## config.mk

```make
export PLATFORM = sky130hd
export DESIGN_NAME = alu_seq
export DESIGN_NICKNAME = d
export VERILOG_FILES = /design/src/rtl/alu_seq_pkg.sv /design/src/rtl/alu_seq_timeout.sv /design/src/rtl/alu_seq.sv
export SDC_FILE = /design/constraint.sdc
export NUM_CORES = 1
export LEC_CHECK = 0
export CAP_MARGIN = 10
export CORE_MARGIN = 2
export CORE_UTILIZATION = 35
export DETAILED_ROUTE_END_ITERATION = 16
export PLACE_DENSITY = 0.56
export SLEW_MARGIN = 15
export SYNTH_ARGS = -nofsm -noshare
export SYNTH_HDL_FRONTEND = slang
export SYNTH_HIERARCHICAL = 1
export SYNTH_SLANG_ARGS = --single-unit
export TNS_END_PERCENT = 10
```

## constraint.sdc

```tcl
create_clock -name clk -period 3.27 [get_ports clk]
set_clock_uncertainty 0.05 [all_clocks]
set_input_delay 0.4905 -clock clk [delete_from_list [all_inputs] [get_ports clk]]
set_output_delay 0.4905 -clock clk [all_outputs]
set_load 0.05 [all_outputs]
```

## src/rtl/alu_seq_pkg.sv

```systemverilog
// alu_seq_pkg: state encoding, header mark, status bit indices and opcodes shared by alu_seq
package alu_seq_pkg;
    typedef enum logic [2:0] {IDLE, GET_A, GET_B, EXEC, SEND_HI, SEND_LO, SEND_ST} state_t;
    localparam logic [4:0] HDR_MARK = 5'b10101;
    localparam int ST_DIV0 = 0;
    localparam int ST_TIMEOUT = 1;
    localparam logic [2:0] OP_DIV = 3'b011;
    localparam logic [2:0] OP_MOD = 3'b100;
endpackage

```

## src/rtl/alu_seq_timeout.sv

```systemverilog
// alu_seq_timeout: inter-byte idle counter, strobes expired on the cycle it reaches TIMEOUT_CYCLES
module alu_seq_timeout #(
    parameter int TIMEOUT_CYCLES = 1000
) (
    input  logic clk,
    input  logic rst_n,
    input  logic clr,
    input  logic run,
    output logic expired
);
    localparam logic [15:0] LIMIT = 16'(TIMEOUT_CYCLES - 1);
    logic [15:0] cnt;
    always_ff @(posedge clk)
        if (!rst_n) cnt <= '0;
        else cnt <= clr ? '0 : run ? cnt + 16'd1 : cnt;
    // an accepted byte in the same cycle beats the timeout
    assign expired = (TIMEOUT_CYCLES != 0) && run && !clr && cnt == LIMIT;
endmodule

```

## src/rtl/alu_seq.sv

```systemverilog
// alu_seq: 3-byte command frame sequencer feeding an 8-bit ALU; ALU_SEQ_STATUS_EN adds a status response byte
module alu_seq
    import alu_seq_pkg::*;
#(
    parameter int TIMEOUT_CYCLES = 1000
) (
    input  logic        clk,
    input  logic        rst_n,
    input  logic [7:0]  in_data,
    input  logic        in_valid,
    output logic        in_ready,
    output logic [7:0]  alu_a,
    output logic [7:0]  alu_b,
    output logic [2:0]  alu_opcode,
    output logic        alu_ena,
    input  logic [15:0] alu_result,
    output logic [7:0]  out_data,
    output logic        out_valid,
    input  logic        out_ready,
    output logic        err,
    output logic        busy
);
    state_t state, state_d;
    logic [15:0] result;
    logic in_fire, out_fire, hdr_ok, getting, expired;
    assign getting = state == GET_A || state == GET_B;
    assign in_ready = rst_n && (state == IDLE || getting);
    assign in_fire = in_valid && in_ready;
    assign out_valid = state == SEND_HI || state == SEND_LO || state == SEND_ST;
    assign out_fire = out_valid && out_ready;
    assign hdr_ok = in_data[7:3] == HDR_MARK;
    assign busy = state != IDLE;
    alu_seq_timeout #(.TIMEOUT_CYCLES(TIMEOUT_CYCLES)) u_timeout (
        .clk(clk),
        .rst_n(rst_n),
        .clr(in_fire),
        .run(getting),
        .expired(expired)
    );
`ifdef ALU_SEQ_STATUS_EN
    localparam state_t LO_NEXT = SEND_ST;
    logic timeout_seen;
    logic [7:0] status;
    always_comb begin
        status = '0;
        status[ST_DIV0] = (alu_opcode == OP_DIV || alu_opcode == OP_MOD) && alu_b == 8'h00;
        status[ST_TIMEOUT] = timeout_seen;
    end
    always_ff @(posedge clk)
        if (!rst_n) timeout_seen <= 1'b0;
        else if (expired) timeout_seen <= 1'b1;
        else if (state == SEND_ST && out_fire) timeout_seen <= 1'b0;
    assign out_data = state == SEND_HI ? result[15:8] : state == SEND_LO ? result[7:0] :
                      state == SEND_ST ? status : 8'h00;
`else
    localparam state_t LO_NEXT = IDLE;
    assign out_data = state == SEND_HI ? result[15:8] : state == SEND_LO ? result[7:0] : 8'h00;
`endif
    always_ff @(posedge clk)
        if (!rst_n) state <= IDLE;
        else state <= state_d;
    always_comb begin
        state_d = state;
        case (state)
            IDLE:    if (in_fire && hdr_ok) state_d = GET_A;
            GET_A:   state_d = in_fire ? GET_B : expired ? IDLE : GET_A;
            GET_B:   state_d = in_fire ? EXEC : expired ? IDLE : GET_B;
            EXEC:    state_d = SEND_HI;
            SEND_HI: if (out_fire) state_d = SEND_LO;
            SEND_LO: if (out_fire) state_d = LO_NEXT;
            SEND_ST: if (out_fire) state_d = IDLE;
            default: state_d = IDLE;
        endcase
    end
    always_ff @(posedge clk)
        if (!rst_n) begin
            alu_a <= '0;
            alu_b <= '0;
            alu_opcode <= '0;
            alu_ena <= 1'b0;
            err <= 1'b0;
            result <= '0;
        end else begin
            alu_ena <= state == GET_B && in_fire;
            err <= (state == IDLE && in_fire && !hdr_ok) || expired;
            if (state == IDLE && in_fire && hdr_ok) alu_opcode <= in_data[2:0];
            if (state == GET_A && in_fire) alu_a <= in_data;
            if (state == GET_B && in_fire) alu_b <= in_data;
            if (state == EXEC) result <= alu_result;
        end
endmodule

```

Yosys cells after proc, flatten, opt, wreduce, memory -nomap -nowiden. Index checks and enable logic that the tools add are counted.

Bitwise logic cells: 1. Equal/unequal tests: 11. Reductions and logical operators: 23. Add/sub/neg operators: 1. Multiplexer cells: 10.

Operators by type and width (number): case mux 3 bit (6 select lines) (1); adder 16 x 1 -> 16 bit (second input constant) (1); equality test 16 x 10 -> 1 bit (second input constant) (1); two-way mux 8 bit (2); logical AND 1 bit (11); equality test 3 bit (second input constant) (3); two-way mux 3 bit (3); equality test 3 x 2 -> 1 bit (second input constant) (2); two-way mux 2 bit (3); equality test 5 bit (second input constant) (1); logical OR 1 bit (5); != test 2 bit (second input constant) (2); OR reduction 2 bit (2); equality test 3 x 1 -> 1 bit (second input constant) (1); logical NOT 3 bit (1); AND reduction 3 bit (1); nonzero test 3 bit (1); logical NOT 1 bit (2); != test 2 x 1 -> 1 bit (second input constant) (1); two-way mux 1 bit (1); inverter 1 bit (1).

Output and inout port bits: 32. Register bits after elaboration: 56. Input port bits: 28. Logic and storage cells: 54.

Logic depth before layout (Yosys ltp). Gate-level depths: netlist of the first run.

Depth after elaboration: 11. Gate-level depth with buffers: 12.

By module. The synthesis of the first run kept the hierarchy.

By module, submodules not included: alu_seq (area an instance 1779.2 um^2, cells each 195, instances 1, sequential area each 800.8 um^2); alu_seq_timeout (area an instance 780.7 um^2, cells each 88, instances 1, sequential area each 320.3 um^2).

Least setup slack after synthesis of the first run. OpenSTA, ideal clock, no wires.

Kind: register -> register. From: register state[1]. To: register state[0]. Arrival: 1.958 ns. Required time: 3.088 ns. Setup slack: 1.130 ns. Setup time: 0.132 ns. Cell stages (with the launch flop): 13. Buffers on the path: 2. Cells stage by stage: dfxtp_1 buf_4 nand2b_4 a21oi_1 buf_6 and4_4 and2_1 nand3_1 nor2_1 or3_1 a21oi_2 a221oi_2 a311oi_2.

Word-level cells in the longest chain between the ends: 11.

RTL lines: from (decl) (RTL line alu_seq.sv:23) `state_t state, state_d;`; from (signal assigned) (RTL line alu_seq.sv:61) `else state <= state_d;`; equality test 3 x 1 -> 1 bit / equality test 3 x 2 -> 1 bit (equally long branches) (RTL line alu_seq.sv:26) `assign getting = state == GET_A || state == GET_B;`; logical OR 1 bit (*) (RTL line alu_seq.sv:26); net getting (RTL line alu_seq.sv:25) `logic in_fire, out_fire, hdr_ok, getting, expired;`; logical OR 1 bit (RTL line alu_seq.sv:27) `assign in_ready = rst_n && (state == IDLE || getting);`; logical AND 1 bit (RTL line alu_seq.sv:27); logical AND 1 bit (RTL line alu_seq.sv:28) `assign in_fire = in_valid && in_ready;`; logical NOT 1 bit (RTL line alu_seq_timeout.sv:17) `assign expired = (TIMEOUT_CYCLES != 0) && run && !clr && cnt == LIMIT;`; logical AND 1 bit (*) (2 in series) (RTL line alu_seq_timeout.sv:17); net expired (RTL line alu_seq.sv:25); two-way mux 1 bit (*) (RTL line alu_seq.sv:66) `GET_A: state_d = in_fire ? GET_B : expired ? IDLE : GET_A;`; two-way mux 2 bit (*) (RTL line alu_seq.sv:66); case mux 3 bit (6 select lines) (*) (RTL line alu_seq.sv:64) `case (state)`.

The timed path passes the listed nets; every way through them passes the cells marked *. A chain may end at the register's enable or synchronous reset.

Final worst setup path of the first run.
From: register state[0]. To: output out_data[3].

Word-level cells in the longest chain between the ends: 3.

RTL lines: equality test 3 bit (RTL line alu_seq.sv:57) `assign out_data = state == SEND_HI ? result[15:8] : state == SEND_LO ? result[7:0] : 8'h00;`; two-way mux 8 bit (RTL line alu_seq.sv:57); two-way mux 8 bit (*) (RTL line alu_seq.sv:57); to (decl) (RTL line alu_seq.sv:17) `output logic [7:0] out_data,`.

Every way passes the cells marked *; elsewhere a longest branch is shown, timed or not.

==> results of run 1 <==
==> synth_stat cells (2+ instances only) <==
master                     instances
sky130_fd_sc_hd__nand3_1           8
sky130_fd_sc_hd__xor2_1            8
sky130_fd_sc_hd__inv_1             3
sky130_fd_sc_hd__buf_2             4
sky130_fd_sc_hd__nor2_1           46
sky130_fd_sc_hd__nand2b_4          2
sky130_fd_sc_hd__clkbuf_1          5
sky130_fd_sc_hd__o21ai_0           6
sky130_fd_sc_hd__nand2b_1          2
sky130_fd_sc_hd__nand4_1           6
sky130_fd_sc_hd__a21oi_1          24
sky130_fd_sc_hd__buf_4             3
sky130_fd_sc_hd__mux2i_1          29
sky130_fd_sc_hd__or3_1             6
sky130_fd_sc_hd__dfxtp_1          56
sky130_fd_sc_hd__nor2_8            2
sky130_fd_sc_hd__buf_6             3
sky130_fd_sc_hd__and3_1            3
sky130_fd_sc_hd__nand2_1          37
sky130_fd_sc_hd__and2_1            3
sky130_fd_sc_hd__a21oi_2           2
==> through the flow <==
step | std cells | area (um^2)
2_1_floorplan | 283 | 2560
3_3_place_gp | 429 | 3206
3_5_place_dp | 429 | 3206
4_1_cts | 437 | 3332
5_1_grt | 437 | 3332
6_report | 437 | 3332
==> critical path, stage by stage, from the launching register on <==
cell	delay, ns
sky130_fd_sc_hd__dfxtp_1	0.56
sky130_fd_sc_hd__buf_4	0.30
sky130_fd_sc_hd__mux2i_1	0.10
sky130_fd_sc_hd__nor2_1	0.11
sky130_fd_sc_hd__clkdlybuf4s50_1	0.82
==> per-layer routing <==
metal | GRT usage (%) | wire (um)
met4 | 4.749 | 57
met5 | 0 | 0
met3 | 4.801 | 295
met1 | 20.34 | 2822
met2 | 22.36 | 2532
==> state kept, by name (all words and copies together), names as in the netlist <==
signal	flops
state	3
err	1
alu_opcode	3
result	16
alu_a	8
u_timeout/cnt	16
alu_b	8
alu_ena	1
==> power groups by stage <==
stage	logic (uW)	clock network [uW]	registers (uW)
6_report	85.1	493	685
5_1_grt	91.1	532	686
4_1_cts	86.5	507	685
3_5_place_dp	86.3	0	701
3_3_place_gp	86.0	0	701
2_1_floorplan	34.0	0	704
==> cells by family after synthesis <==
logic type	Yosys count	synth area share, %
adder cells (fa/ha/maj)	1	0.4887
flip-flops	56	43.79
AND/OR/NAND/NOR	130	27.32
XOR/XNOR	9	3.079
multiplexers	30	11.78
buffers and inverters	19	4.301
AO/OA/AOI/OAI	38	9.238
==> area by class of cell <==
class	count	share of cell area, %
clock buffer	7	2.891
inverter	3	0.3380
tap	99	3.718
multi-input combinational	208	39.88
sequential	56	33.65
clock inverter	1	0.9012
timing repair buffer	63	18.63
==> path summary, 6_finish.rpt <==
kind	depth (start not counted)	endpoint	slack, ns
setup reg to reg	11	state[0]	0.81
hold / removal	2	result[9]	0.41
hold reg to reg	2	result[9]	0.41
setup / recovery	4	out_data[3]	0.54
==> results.json, run 1 <==
{
  "run_status": "finished clean",
  "gp_routability_congestion": 0.7475,
  "final_min_period_over_clock_period_pct": 83.59,
  "sw_frac_of_total_pct": 21.10,
  "detail_route.drc_violations": 0,
  "report.final.setup_viol": 0,
  "grt_antenna_before_repair": 0,
  "rsz0062_at_grt": "no",
  "cts_root_buf": "sky130_fd_sc_hd__clkbuf_8",
  "crit_start": "state[0]",
  "fillerInstances": 702,
  "synth-async-reset-ratio_pct": 0,
  "yosys-top-cells-area": "sky130_fd_sc_hd__dfxtp_1 (44%), sky130_fd_sc_hd__mux2i_1 (11%), sky130_fd_sc_hd__nor2_1 (6.7%)",
  "via_count": 2100,
  "multiInputGateArea_um2": 1329,
  "die_h_um": 89.52,
  "fp.dieArea_um2": 8014,
  "power.leakage_uw": 0.001163,
  "p_switching_uw": 266.6,
  "ir_worst_vdd_uv": 167.3,
  "crit_path_end_kind": "primary output",
  "tritoncts.num_buffers": 5,
  "cts_tree": "done",
  "slew_headroom_pct": 51.76,
  "drt.antenna.violating_nets": 0,
  "pre_cts_slack_ns": 0.5909,
  "post-route-util_pct": 46.43,
  "fin_worst_hold_slack_ns": 0.4088,
  "place.port_buffers": 59,
  "max_freq_mhz": 365.8,
  "cts_post_setup_buffers_inserted": 0,
  "dr.first_iter.drc_count": 108,
  "route.final.wire_length_um": 5708,
  "cp.arrival_ns": 2.19,
  "grt_start_max_net_pins": 22,
  "worstSetupPathType": "flip-flop to primary output",
  "mostFrequentLayoutCell": "sky130_fd_sc_hd__clkdlybuf4s50_1",
  "routed_wire_length_per_instance_um": 13.06,
  "fin_tns_setup_ns": 0,
  "worst_setup_hold_path_clk_slew_ns": 0.10,
  "required_time_of_the_critical_path_ns": 2.73,
  "sequential_cell_area_um2": 1121,
  "postCtsResizedCells": 0,
  "yosysWarningCount": 6,
  "maxCapViolCount": 0,
  "nets": 366,
  "holdBufCountCts": 0,
  "htree_levels": 2,
  "layout_common_cells": "sky130_fd_sc_hd__clkdlybuf4s50_1 (59), sky130_fd_sc_hd__dfxtp_1 (56), sky130_fd_sc_hd__nor2_1 (46), sky130_fd_sc_hd__nand2_1 (37), sky130_fd_sc_hd__mux2i_1 (29)",
  "synth.yosys.seq_area_share_pct": 43.79,
  "power.clock.fraction_pct": 39.0,
  "die_x_um": 89.52,
  "syn_area_um2": 2560,
  "post_synth_edffs": 0,
  "io-pin-count": 60,
  "drt-pass1-iter-count": 4,
  "post_synth_net_total": 312,
  "seq_power_share_pct": 54.2,
  "placeableCoreArea_um2": 7176,
  "power_density_nw_per_um2": 379.1,
  "critical_path.startpoint_type": "flip-flop",
  "cts_num_sinks": 56,
  "initial_core_util_pct": 35.68,
  "synth.ff_latch_count": 56,
  "synthDistinctLibCells": 46,
  "hold_class": "flip-flop to flip-flop",
  "grt.overflow.total": 0,
  "first_global_vias": 2055,
  "r2r-start": "state[0]",
  "synthDominantAreaCellType": "sky130_fd_sc_hd__dfxtp_1",
  "clock_insertion_delay_worst_skew_ns": 0.31,
  "hold_start": "result[9]",
  "flow.area_growth_from_synthesis_pct": 30.16,
  "finalWorstSetupSlack_ns": 0.5365,
  "synth.avg_cell_area_um2": 9.046,
  "tightestPinTransition_ns": 0.7228,
  "post_route_cells_drive_above_1_share_pct": 9.172,
  "synthDominantCellAreaShare_pct": 43.79,
  "power.total_uw": 1263,
  "grt_pass1_wl_um": 9404,
  "place.detailed.hpwl_um": 4035,
  "internal_power_uw": 996.7,
  "power_frac_comb_pct": 6.7,
  "dominantRegCellSynth": "sky130_fd_sc_hd__dfxtp_1",
  "hold_viol_final": 0,
  "syn-instance-count": 283,
  "period_minus_slack_ns": 2.734,
  "slew_viol_final": 0,
  "clockBufferDepth": 2,
  "antenna_cells": 0,
  "vias_per_cell": 4.805,
  "grtUsageTotal_pct": 14.90,
  "core.rowCount": 31,
  "path_max_fanout": 10
}
(Power assumes the default switching activity.)
==> inputs of run 2 (changes only) <==
==> constraint.sdc (replaced) <==
create_clock -name clk -period 2.6 [get_ports clk]
set_clock_uncertainty 0.05 [all_clocks]
set_input_delay 0.39 -clock clk [delete_from_list [all_inputs] [get_ports clk]]
set_output_delay 0.39 -clock clk [all_outputs]
set_load 0.05 [all_outputs]
==> run 2 against run 1 <==
Power grew 26%. Clock power is 26% higher. Register-to-register slack worse by 0.42 ns. Global-route usage is 0.40 points higher. Critical path depth up 6. Cell area is 0.68% higher. Flip-flop and latch count is the same. Largest power group unchanged. Highest routed layer unchanged.
==> results.json, run 2 (same netlist as run 1, synthesis figures left out) <==
{
  "flow.area_growth_from_synthesis_pct": 31.04,
  "gp_routability_congestion": 0.7597,
  "clockBufferDepth": 2,
  "final_min_period_over_clock_period_pct": 85.14,
  "grt.overflow.total": 0,
  "hold_viol_final": 0,
  "die_x_um": 89.52,
  "drt.antenna.violating_nets": 0,
  "p_switching_uw": 338.2,
  "fin_tns_setup_ns": 0,
  "tritoncts.num_buffers": 5,
  "post_route_cells_drive_above_1_share_pct": 13.70,
  "placeableCoreArea_um2": 7176,
  "report.final.setup_viol": 0,
  "cts_root_buf": "sky130_fd_sc_hd__clkbuf_8",
  "antenna_cells": 0,
  "via_count": 2098,
  "path_max_fanout": 16,
  "grt_antenna_before_repair": 0,
  "mostFrequentLayoutCell": "sky130_fd_sc_hd__dfxtp_1",
  "clock_insertion_delay_worst_skew_ns": 0.30,
  "io-pin-count": 60,
  "slew_viol_final": 0,
  "ir_worst_vdd_uv": 238.2,
  "cts_post_setup_buffers_inserted": 0,
  "grtUsageTotal_pct": 15.30,
  "period_minus_slack_ns": 2.214,
  "route.final.wire_length_um": 5598,
  "place.detailed.hpwl_um": 4019,
  "run_status": "finished clean",
  "power_density_nw_per_um2": 476.4,
  "grt_start_max_net_pins": 18,
  "seq_power_share_pct": 53.9,
  "dr.first_iter.drc_count": 84,
  "routed_wire_length_per_instance_um": 12.67,
  "drt-pass1-iter-count": 4,
  "sw_frac_of_total_pct": 21.16,
  "power.clock.fraction_pct": 38.9,
  "tightestPinTransition_ns": 0.6199,
  "first_global_vias": 2035,
  "postCtsResizedCells": 0,
  "fp.dieArea_um2": 8014,
  "internal_power_uw": 1260,
  "max_freq_mhz": 451.8,
  "worst_setup_hold_path_clk_slew_ns": 0.10,
  "htree_levels": 2,
  "detail_route.drc_violations": 0,
  "hold_start": "result[15]",
  "crit_path_end_kind": "flip-flop",
  "critical_path.startpoint_type": "flip-flop",
  "holdBufCountCts": 0,
  "die_h_um": 89.52,
  "initial_core_util_pct": 35.68,
  "core.rowCount": 31,
  "layout_common_cells": "sky130_fd_sc_hd__dfxtp_1 (56), sky130_fd_sc_hd__clkdlybuf4s50_1 (48), sky130_fd_sc_hd__nor2_1 (46), sky130_fd_sc_hd__nand2_1 (37), sky130_fd_sc_hd__mux2i_1 (29)",
  "hold_end": "result[15]",
  "cts_num_sinks": 56,
  "power.leakage_uw": 0.001213,
  "place.port_buffers": 59,
  "rsz0062_at_grt": "no",
  "maxCapViolCount": 0,
  "hold_path_depth": 2,
  "slew_headroom_pct": 58.67,
  "r2r-start": "state[0]",
  "cp.arrival_ns": 2.35,
  "nets": 371,
  "hold_class": "flip-flop to flip-flop",
  "power_frac_comb_pct": 7.2,
  "pre_cts_slack_ns": 0.2256,
  "cts_tree": "done",
  "vias_per_cell": 4.747,
  "finalWorstSetupSlack_ns": 0.3865,
  "grt_pass1_wl_um": 9515,
  "reg_top3": "result x16, u_timeout/cnt x16",
  "r2r_cells": 10,
  "required_time_of_the_critical_path_ns": 2.73,
  "worst-r2r-setup-slack_ns": 0.39,
  "worstSetupPathType": "flip-flop to flip-flop",
  "rr_endpoint": "state[0]"
}
==> run 2: cell count changes in the layout (fill, tap and decap cells not counted), sizes merged <==
cell	before	now
buf	4	20
clkdlybuf4s50	59	48
==> run 2: final cells by class <==
class | count | area [um^2]
fill | 719 | 3821
multi-input combinational | 208 | 1329
sequential | 56 | 1121
timing repair buffer | 68 | 643.1
tap | 99 | 123.9
clock buffer | 7 | 96.34
clock inverter | 1 | 30.03
inverter | 3 | 11.26
==> run 2: worst max-delay path by stage <==
stage / startpoint / to / depth (start not counted)
after floorplan: state[1] / state[0] / 12
after CTS: state[0] / state[0] / 10
after global placement: in_valid / state[0] / 10
after detailed placement: in_valid / state[0] / 10
after global routing: state[0] / state[0] / 10
final: state[0] / state[0] / 10
==> run 2: power by group through the flow <==
| stage | combinational (uW) | clock, uW | sequential (uW) |
|---|---|---|---|
| 2_1_floorplan | 42.7 | 0 | 886 |
| 3_3_place_gp | 116 | 0 | 881 |
| 3_5_place_dp | 117 | 0 | 881 |
| 4_1_cts | 117 | 642 | 861 |
| 5_1_grt | 124 | 672 | 862 |
| 6_report | 115 | 622 | 861 |
==> run 2: per-layer routing <==
| metal | up-vias | routed length (um) | track usage (%) |
|---|---|---|---|
| li1 | 1081 | - | - |
| met1 | 971 | 2629 | 20.19 |
| met2 | 41 | 2574 | 23.70 |
| met3 | 5 | 327 | 5.078 |
| met4 | 0 | 67 | 4.885 |
| met5 | - | 0 | 0 |
==> run 2: critical path, cell delays in order (launching register included) <==
cell and delay [ns]:
sky130_fd_sc_hd__dfxtp_1 0.42, sky130_fd_sc_hd__buf_4 0.28, sky130_fd_sc_hd__nand2_2 0.13, sky130_fd_sc_hd__and3_1 0.21, sky130_fd_sc_hd__nor4_1 0.19, sky130_fd_sc_hd__nand3_1 0.12
sky130_fd_sc_hd__nor2_1 0.20, sky130_fd_sc_hd__or3_1 0.15, sky130_fd_sc_hd__a21oi_2 0.06, sky130_fd_sc_hd__a221oi_2 0.21, sky130_fd_sc_hd__a311oi_2 0.07
==> run 2: metrics by stage <==
stage / utilization (%) / cells / instance area, um^2 / power (uW) / hold slack (ns)
floorplan: - / 283 / 2560 / 928.6 / 0.3857
global placement: 44.99 / 434 / 3228 / 996.8 / 0.3927
detailed placement: 44.99 / 434 / 3228 / 997.4 / 0.3989
CTS: 46.75 / 442 / 3354 / 1620 / 0.4129
global route: 46.75 / 442 / 3354 / 1658 / 0.4280
finish: 46.75 / 442 / 3354 / 1598 / 0.4102
==> inputs of run 3 (changes only) <==
--- a/config.mk
+++ b/config.mk
@@ -5,6 +5,7 @@
 export SDC_FILE = /design/constraint.sdc
 export NUM_CORES = 1
 export LEC_CHECK = 0
+export ABC_CLOCK_PERIOD_IN_PS = 2600
 export CAP_MARGIN = 10
 export CORE_MARGIN = 2
 export CORE_UTILIZATION = 35
==> results of run 3 <==
The final DEF is identical to that of run 2; final timing and power are the same.
